### src/rtl/uart_tx_arbiter_pkg.sv
// Shared constants, state encoding and helpers for the UART transmit arbiter.
// Imported by the arbiter top and its round-robin picker.
package uart_tx_arbiter_pkg;

    localparam int unsigned UartFrameBits = 10;

    typedef enum logic [1:0] {
        StIdle   = 2'd0,
        StLaunch = 2'd1,
        StWait   = 2'd2
    } arb_state_e;

    // Zero baud yields zero so the caller's range check reports it instead of a divide fault.
    function automatic int unsigned cycles_per_bit(input int unsigned freq,
                                                   input int unsigned baud);
        return (baud == 0) ? 0 : freq / baud;
    endfunction

endpackage

### src/rtl/uart_tx_arbiter_rr_picker.sv
// Combinational round-robin picker: the first valid requester at or after ptr_i, wrapping.
// Produces a one-hot grant, its binary index and an any-valid flag.
module uart_tx_arbiter_rr_picker #(
    parameter int unsigned N_REQ = 4,
    localparam int unsigned IdW = $clog2(N_REQ)
) (
    input  logic [N_REQ-1:0] valid_i,
    input  logic [IdW-1:0]   ptr_i,
    output logic [N_REQ-1:0] grant_o,
    output logic [IdW-1:0]   idx_o,
    output logic             any_valid_o
);

    int unsigned    cand;
    logic [IdW-1:0] cand_idx;

    always_comb begin
        grant_o     = '0;
        idx_o       = '0;
        any_valid_o = 1'b0;
        cand        = 0;
        cand_idx    = '0;
        for (int unsigned k = 0; k < N_REQ; k++) begin
            cand = 32'(ptr_i) + k;
            if (cand >= N_REQ) begin
                cand = cand - N_REQ;
            end
            cand_idx = IdW'(cand);
            if (!any_valid_o && valid_i[cand_idx]) begin
                any_valid_o       = 1'b1;
                idx_o             = cand_idx;
                grant_o[cand_idx] = 1'b1;
            end
        end
    end

endmodule

### src/rtl/uart_tx_arbiter.sv
// Shares one uart_transmitter between N_REQ byte producers using round-robin arbitration.
// The transmitter has no busy flag, so a frame timer blocks the next launch until the frame ends.
module uart_tx_arbiter
    import uart_tx_arbiter_pkg::*;
#(
    parameter int unsigned NATIVE_CLK_FREQUENCY = 100000,
    parameter int unsigned BAUDRATE             = 9600,
    parameter int unsigned N_REQ                = 4,
    parameter int unsigned FRAME_BITS           = UartFrameBits,
    parameter int unsigned GUARD_CYCLES         = 0
) (
    input  logic                     clk,
    input  logic                     rst_n,
    input  logic [N_REQ-1:0]         req_valid,
    input  logic [8*N_REQ-1:0]       req_data,
    output logic [N_REQ-1:0]         req_ready,
    output logic                     tx_sending,
    output logic [7:0]               tx_data,
    output logic                     busy,
    output logic [$clog2(N_REQ)-1:0] grant_id
);

    localparam int unsigned IdW         = $clog2(N_REQ);
    localparam int unsigned Cpb         = cycles_per_bit(NATIVE_CLK_FREQUENCY, BAUDRATE);
    localparam int unsigned FrameCycles = FRAME_BITS * Cpb + GUARD_CYCLES;
    localparam int unsigned CntW        = $clog2(FrameCycles + 1);

    if (Cpb < 1) begin : g_bad_cpb
        $error("uart_tx_arbiter: clock frequency / baud rate must be at least 1");
    end
    if (N_REQ < 2 || N_REQ > 16) begin : g_bad_nreq
        $error("uart_tx_arbiter: N_REQ must lie in 2..16");
    end

    arb_state_e      state_q, state_d;
    logic [7:0]      tx_data_q, tx_data_d;
    logic [IdW-1:0]  grant_id_q, grant_id_d;
    logic [IdW-1:0]  rr_ptr_q, rr_ptr_d;
    logic [CntW-1:0] counter_q, counter_d;

    logic [N_REQ-1:0] pick_grant;
    logic [IdW-1:0]   pick_idx;
    logic             pick_any;

    uart_tx_arbiter_rr_picker #(
        .N_REQ(N_REQ)
    ) u_rr_picker (
        .valid_i    (req_valid),
        .ptr_i      (rr_ptr_q),
        .grant_o    (pick_grant),
        .idx_o      (pick_idx),
        .any_valid_o(pick_any)
    );

    always_comb begin
        state_d    = state_q;
        tx_data_d  = tx_data_q;
        grant_id_d = grant_id_q;
        rr_ptr_d   = rr_ptr_q;
        counter_d  = counter_q;
        req_ready  = '0;
        tx_sending = 1'b0;
        busy       = 1'b0;

        unique case (state_q)
            StIdle: begin
                // Gated by rst_n so no accept is advertised while reset is held.
                if (pick_any && rst_n) begin
                    req_ready  = pick_grant;
                    tx_data_d  = req_data[{pick_idx, 3'b000} +: 8];
                    grant_id_d = pick_idx;
                    rr_ptr_d   = (32'(pick_idx) == N_REQ - 1) ? '0 : pick_idx + 1'b1;
                    state_d    = StLaunch;
                end
            end
            StLaunch: begin
                tx_sending = 1'b1;
                busy       = 1'b1;
                counter_d  = CntW'(FrameCycles - 1);
                state_d    = StWait;
            end
            StWait: begin
                busy = 1'b1;
                if (counter_q == '0) begin
                    state_d = StIdle;
                end else begin
                    counter_d = counter_q - 1'b1;
                end
            end
            default: begin
                state_d = StIdle;
            end
        endcase
    end

    always_ff @(posedge clk or negedge rst_n) begin
        if (!rst_n) begin
            state_q    <= StIdle;
            tx_data_q  <= '0;
            grant_id_q <= '0;
            rr_ptr_q   <= '0;
            counter_q  <= '0;
        end else begin
            state_q    <= state_d;
            tx_data_q  <= tx_data_d;
            grant_id_q <= grant_id_d;
            rr_ptr_q   <= rr_ptr_d;
            counter_q  <= counter_d;
        end
    end

    assign tx_data  = tx_data_q;
    assign grant_id = grant_id_q;

endmodule

### config.mk
export PLATFORM = sky130hd
export DESIGN_NAME = uart_tx_arbiter
export DESIGN_NICKNAME = d
export VERILOG_FILES = /design/src/rtl/uart_tx_arbiter_pkg.sv /design/src/rtl/uart_tx_arbiter_rr_picker.sv /design/src/rtl/uart_tx_arbiter.sv
export SDC_FILE = /design/constraint.sdc
export NUM_CORES = 1
export LEC_CHECK = 0
export CELL_PAD_IN_SITES_DETAIL_PLACEMENT = 0
export CELL_PAD_IN_SITES_GLOBAL_PLACEMENT = 1
export CORE_UTILIZATION = 35
export CTS_BUF_LIST = sky130_fd_sc_hd__clkbuf_16
export CTS_CLUSTER_SIZE = 28
export DETAILED_ROUTE_END_ITERATION = 12
export GPL_TIMING_DRIVEN = 0
export PLACE_DENSITY = 0.82
export REMOVE_ABC_BUFFERS = 1
export SETUP_SLACK_MARGIN = 0.3
export SLEW_MARGIN = 10
export SYNTH_ARGS = -nofsm -noshare
export SYNTH_HDL_FRONTEND = slang
export SYNTH_HIERARCHICAL = 1
export SYNTH_SLANG_ARGS = --single-unit
### constraint.sdc
create_clock -name clk -period 3.38 [get_ports clk]
set_input_delay 0.338 -clock clk [delete_from_list [all_inputs] [get_ports clk]]
set_output_delay 0.338 -clock clk [all_outputs]
set_load 0.01 [all_outputs]
# After elaboration in Yosys (flattened, before gate mapping)
# Index checks and enable logic that the tools add are counted.
# word_totals
register_bits,21
latchBits,0
ramBits,0
rom_bits,0
inputBits,38
output_inout_bits,16
word_cells,96
mem_count,0
# op_classes
addsub,9
mul,0
n_div,0
magnitude_cmp,12
n_eq_ne,6
shifts,1
muxes,42
n_bitwise,3
reduce_logical,18
# op_table
op,n
32-bit by 6-bit indexed part select with 8-bit output,1
4-bit 2-to-1 mux,6
2-bit 2-to-1 mux,11
1-bit 2-to-1 mux,14
7-bit one-hot mux with 2 select lines,1
"2-bit by 3-bit < comparator with 1-bit output, second input constant",4
4-bit OR,3
"3-bit greater-or-equal comparator, second input constant",3
1-bit binary-select mux with 2-bit select,4
1-bit demux with 2-bit select,4
"2-bit by 1-bit greater-or-equal comparator with 1-bit output, second input constant",4
1-bit logical AND,8
"2-bit by 1-bit subtractor with 2-bit output, second input constant",4
7-bit zero test,1
7-bit 2-to-1 mux,1
"7-bit by 1-bit subtractor with 7-bit output, second input constant",1
"2-bit by 2-bit adder with 3-bit output, second input constant",2
"2-bit != test, second input constant",3
2-bit one-hot mux with 3 select lines,1
2-bit AND reduction,3
"2-bit == test, second input constant",2
"2-bit by 1-bit adder with 3-bit output, second input constant",1
"2-bit by 3-bit greater-or-equal comparator with 1-bit output, second input constant",1
1-bit zero test,3
5 further kinds,5

# Logic depth before layout (Yosys ltp)
# depth
ltp_word,17
mapped_depth,12
depth_no_buf,9

# By module
# Netlist, hierarchy kept.
# modules_own_cells
mod,n_inst,cells_per_inst,area_each_um2
uart_tx_arbiter,1,124,1246.2
uart_tx_arbiter_rr_picker,1,45,421.7

# Least setup slack after synthesis
# Ideal clock, no wire load.
# synth_path
path_kind,register to register
startpoint,register rr_ptr_q[0]
endpoint,"register tx_data_q[0], in the netlist tx_data[0]"
setup_time_ns,0.117
arrival_time_ns,2.737
required_ns,3.263
path_slack_ns,0.526
path_stages_with_launch,13
synth_period_minus_slack_ns,2.854
path_cell_list,dfrtp_1 -> buf_6 -> inv_1 -> ha_1 -> mux4_2 -> buf_6 -> and2b_2 -> o21ai_0 -> o31ai_1 -> buf_2 -> mux4_2 -> nand2_1 -> nand2_1
# synth_lines
element,line,text
start: declaration,uart_tx_arbiter.sv:38,"logic [IdW-1:0] rr_ptr_q, rr_ptr_d;"
start signal: assignment,uart_tx_arbiter.sv:107,rr_ptr_q <= rr_ptr_d;
branches (longest 13 deep; another with 2-bit by 1-bit adder with 3-bit output),n/a,
2-bit 2-to-1 mux *,uart_tx_arbiter_rr_picker.sv:29,if (!any_valid_o && valid_i[cand_idx]) begin
via pick_idx[0],uart_tx_arbiter.sv:42,logic [IdW-1:0] pick_idx;
32-bit by 6-bit indexed part select with 8-bit output *,uart_tx_arbiter.sv:70,"tx_data_d = req_data[{pick_idx, 3'b000} +: 8];"
end signal: assignment,uart_tx_arbiter.sv:105,tx_data_q <= tx_data_d;
end: declaration,uart_tx_arbiter.sv:36,"logic [7:0] tx_data_q, tx_data_d;"
# Mark *: on every way through the listed nets, which the timed path passes. The select of a mux whose other input is x is not followed.
# A chain may end at the register's enable or synchronous reset.

# Worst setup path after layout
# layout_path
startpoint,register rr_ptr_q[0]
endpoint,output port req_ready[1]
# layout_lines
element,line,text
branches (longest 13 deep; another with 2-bit by 1-bit adder with 3-bit output),n/a,
4-bit 2-to-1 mux *,uart_tx_arbiter_rr_picker.sv:29,
via pick_grant[1],uart_tx_arbiter.sv:41,logic [N_REQ-1:0] pick_grant;
4-bit 2-to-1 mux *,uart_tx_arbiter.sv:68,if (pick_any && rst_n) begin
4-bit 2-to-1 mux *,uart_tx_arbiter.sv:65,unique case (state_q)
end: declaration,uart_tx_arbiter.sv:16,"output logic [N_REQ-1:0] req_ready,"
# Marked as above.

==> impl_metrics.toml <==
[outcome]
status = "completed"

[cells_and_area]
ff_latch_area_um2 = 528.0
n_antenna_cell = 0
drive_gt1_share_pct = 18.14
nets = 275
fin_util_pct = 53.66
finalNonFillerCells = 278
area_growth_syn_to_layout_pct = 43.96
final_common_cell = "clkdlybuf4s50_1"
fill_cells = 402
multi_input_area_um2 = 1060
final_cell_mix = "47 x clkdlybuf4s50_1, 37 x nand2_1, 19 x dfrtp_1"

[timing]
tightestPinTransition_ps = 987.7
fmax_mhz = 330.4
relSlewSlack_pct = 34.15
clock-skew-final_ps = 1.531
hold_viol_final = 0
finalCritPeriodShare_pct = 89.54
setup_viol = 0
grt_setup_unrepaired = "true"
min_period_ps = 3026
fin_setup_tns_ps = 0
hold_ws_ps = 356.8
slew_viol_final = 0

[synth]
synth_edf_count = 0
synth.largest_area_cell = "dfrtp_1"
synthFlopType = "dfrtp_1"
ys_top_cells_by_area = "dfrtp_1 32%, mux4_2 14%, nand2_1 8.3%"
synth_area_per_cell_um2 = 9.869
synth_top_area_share_pct = 31.51
synth-seq-area-share_pct = 31.51
postSynth.asyncResetShare_pct = 100.0
synth_area_um2 = 1668
synth-seq-cells = 21
syn_inst = 169
synth_cell_types = 43
ys_warn_count = 6

[worst_setup_path]
critPathCaptureType = "primary output"
critPathKind = "flip-flop to primary output"
rr_worst_depth = 8
critPathMaxStageDelay_ps = 560
cp-start-kind = "flip-flop"
path_max_fanout = 6
path_cells = "buf_6 -> mux4_2 -> buf_4 -> nor4b_4 -> a22oi_1 -> o21ai_0 -> and2_1 -> clkdlybuf4s50_1"
critPathBufInv = 3
arrival_ps = 2690
crit_family = "buffers and inverters"
cp_slowest_cell = "mux4_2"
cp.required_ps = 3040
cp.depth = 8

[job]
drv_cap = 0

[global_route]
antenna_found_initial = 0
grt_pass1_wl_um = 6651
grt_usage_pct = 16.85
grt_overflow = 0
grt_max_degree = 25
grt_pass1_vias = 1459

[floorplanning]
die_y_um = 71.03
boundaryPins = 54
dieWidth_um = 71.03
die_area_um2 = 5045
num_rows = 24
core_area_um2 = 4474
start_util_pct = 37.28

[clock_network]
cts_htree_levels = 1
cts_max_path_buffers = 2
tritoncts = "built"
cts_sinks = 21
cts_buffers = 3
clockRootBuffer = "clkbuf_16"
clk_pin_slew_ps = 60
clk-insertion-delay-late_ps = 250

[route]
drcViolationCount = 0
firstDrtPassIters = 6
via_per_inst = 5.496
met3_wirelength_um = 244
wl_per_cell_um = 14.17
wl_met2_um = 1871
ant_nets = 0
vias = 1528
wl_um = 3938
top_layer = "met4"
drt_iter0_markers = 102
met1_length_um = 1752

[power_and_ir_drop]
power_density_nw_per_um2 = 919.4
power.leakage_nw = 1.053
irDropWorstVdd_uv = 389.4

[place]
dp.cells = 265
place_congestion = 0.7783
io_buffer_count = 53
dp_hpwl_um = 2848

[hold_path]
hold_path_class = "input pin to asynchronous set/reset pin"
power breakdown:
part	internal, mW	leakage [nW]	switching (mW)
clock network	0.160	0.0371	0.0958
registers	0.367	0.249	0.0959
logic	0.789	0.767	0.700
total	1.32	1.05	0.892
synth_stat cells, types with 3 or more instances:
cell type and n:
nor2_1 4, buf_6 3, mux4_2 10, inv_1 12
mux2i_1 3, a31oi_1 3, o21ai_0 8, a22oi_1 9
o31ai_1 4, nand2_1 37, dfrtp_1 21, clkbuf_1 5
ha_1 10, and2_1 4
worst paths after layout:
| path | endpoint | slack, ps | start |
|---|---|---|---|
| max | req_ready[1] | 350 | rr_ptr_q[0]$_DFFE_PN0P_ |
| min | counter_q[4]$_DFFE_PN0P_ | 360 | rst_n |
| max reg2reg | tx_data[2]$_DFFE_PN0P_ | 530 | rr_ptr_q[0]$_DFFE_PN0P_ |
| min reg2reg | tx_data[0]$_DFFE_PN0P_ | 470 | tx_data[0]$_DFFE_PN0P_ |
| max in group asynchronous | rr_ptr_q[0]$_DFFE_PN0P_ | 2350 | rst_n |
| min in group clk | tx_data[0]$_DFFE_PN0P_ | 470 | tx_data[0]$_DFFE_PN0P_ |
layer usage:
| metal | up-vias | track usage, % |
|---|---|---|
| li1 | 743 | - |
| met3 | 7 | 4.843 |
| met4 | 0 | 4.889 |
| met5 | - | 0 |
| met2 | 54 | 28.53 |
| met1 | 724 | 21.00 |
flip-flops by register name (all words and copies together) (netlist names):
| name | count |
|---|---|
| tx_data | 8 |
| state_q | 2 |
| grant_id | 2 |
| rr_ptr_q | 2 |
| counter_q | 7 |
stage by stage:
| step | area [um^2] | worst slack, ps | total power [mW] |
|---|---|---|---|
| finish | 2401 | 353.7 | 2.208 |
| global placement | 2202 | -868.0 | 1.777 |
| CTS | 2375 | 309.6 | 2.203 |
| floorplan | 1607 | -214.5 | 1.385 |
| detailed placement | 2218 | -174.8 | 1.823 |
| global route | 2401 | 210.8 | 2.397 |
cell type report:
| class | count | area share [%] |
|---|---|---|
| multi-input cells | 126 | 44.14 |
| repair buffers | 63 | 25.85 |
| flip-flops and latches | 21 | 21.99 |
| clock buffers | 3 | 3.127 |
| well taps | 52 | 2.710 |
| inverters | 12 | 1.876 |
| clock inverters | 1 | 0.3127 |
what timing repair did:
item | CTS | global route
setup buffers | 8 | 1
pin swaps | 1 | 0
setup endpoints to repair | 14 | 3
hold buffers | 0 | 0
gates resized for setup | 10 | 6
cells by family after synthesis:
group	count (synthesis)	synth area share [%]
adders and majority gates	10	7.502
and+or+nand+nor	62	18.68
muxes	17	19.81
DFF	21	31.51
buffers and inverters	22	6.376
AOI/OAI and AO/OA	37	16.13
Power figures use the tool's default switching activity.
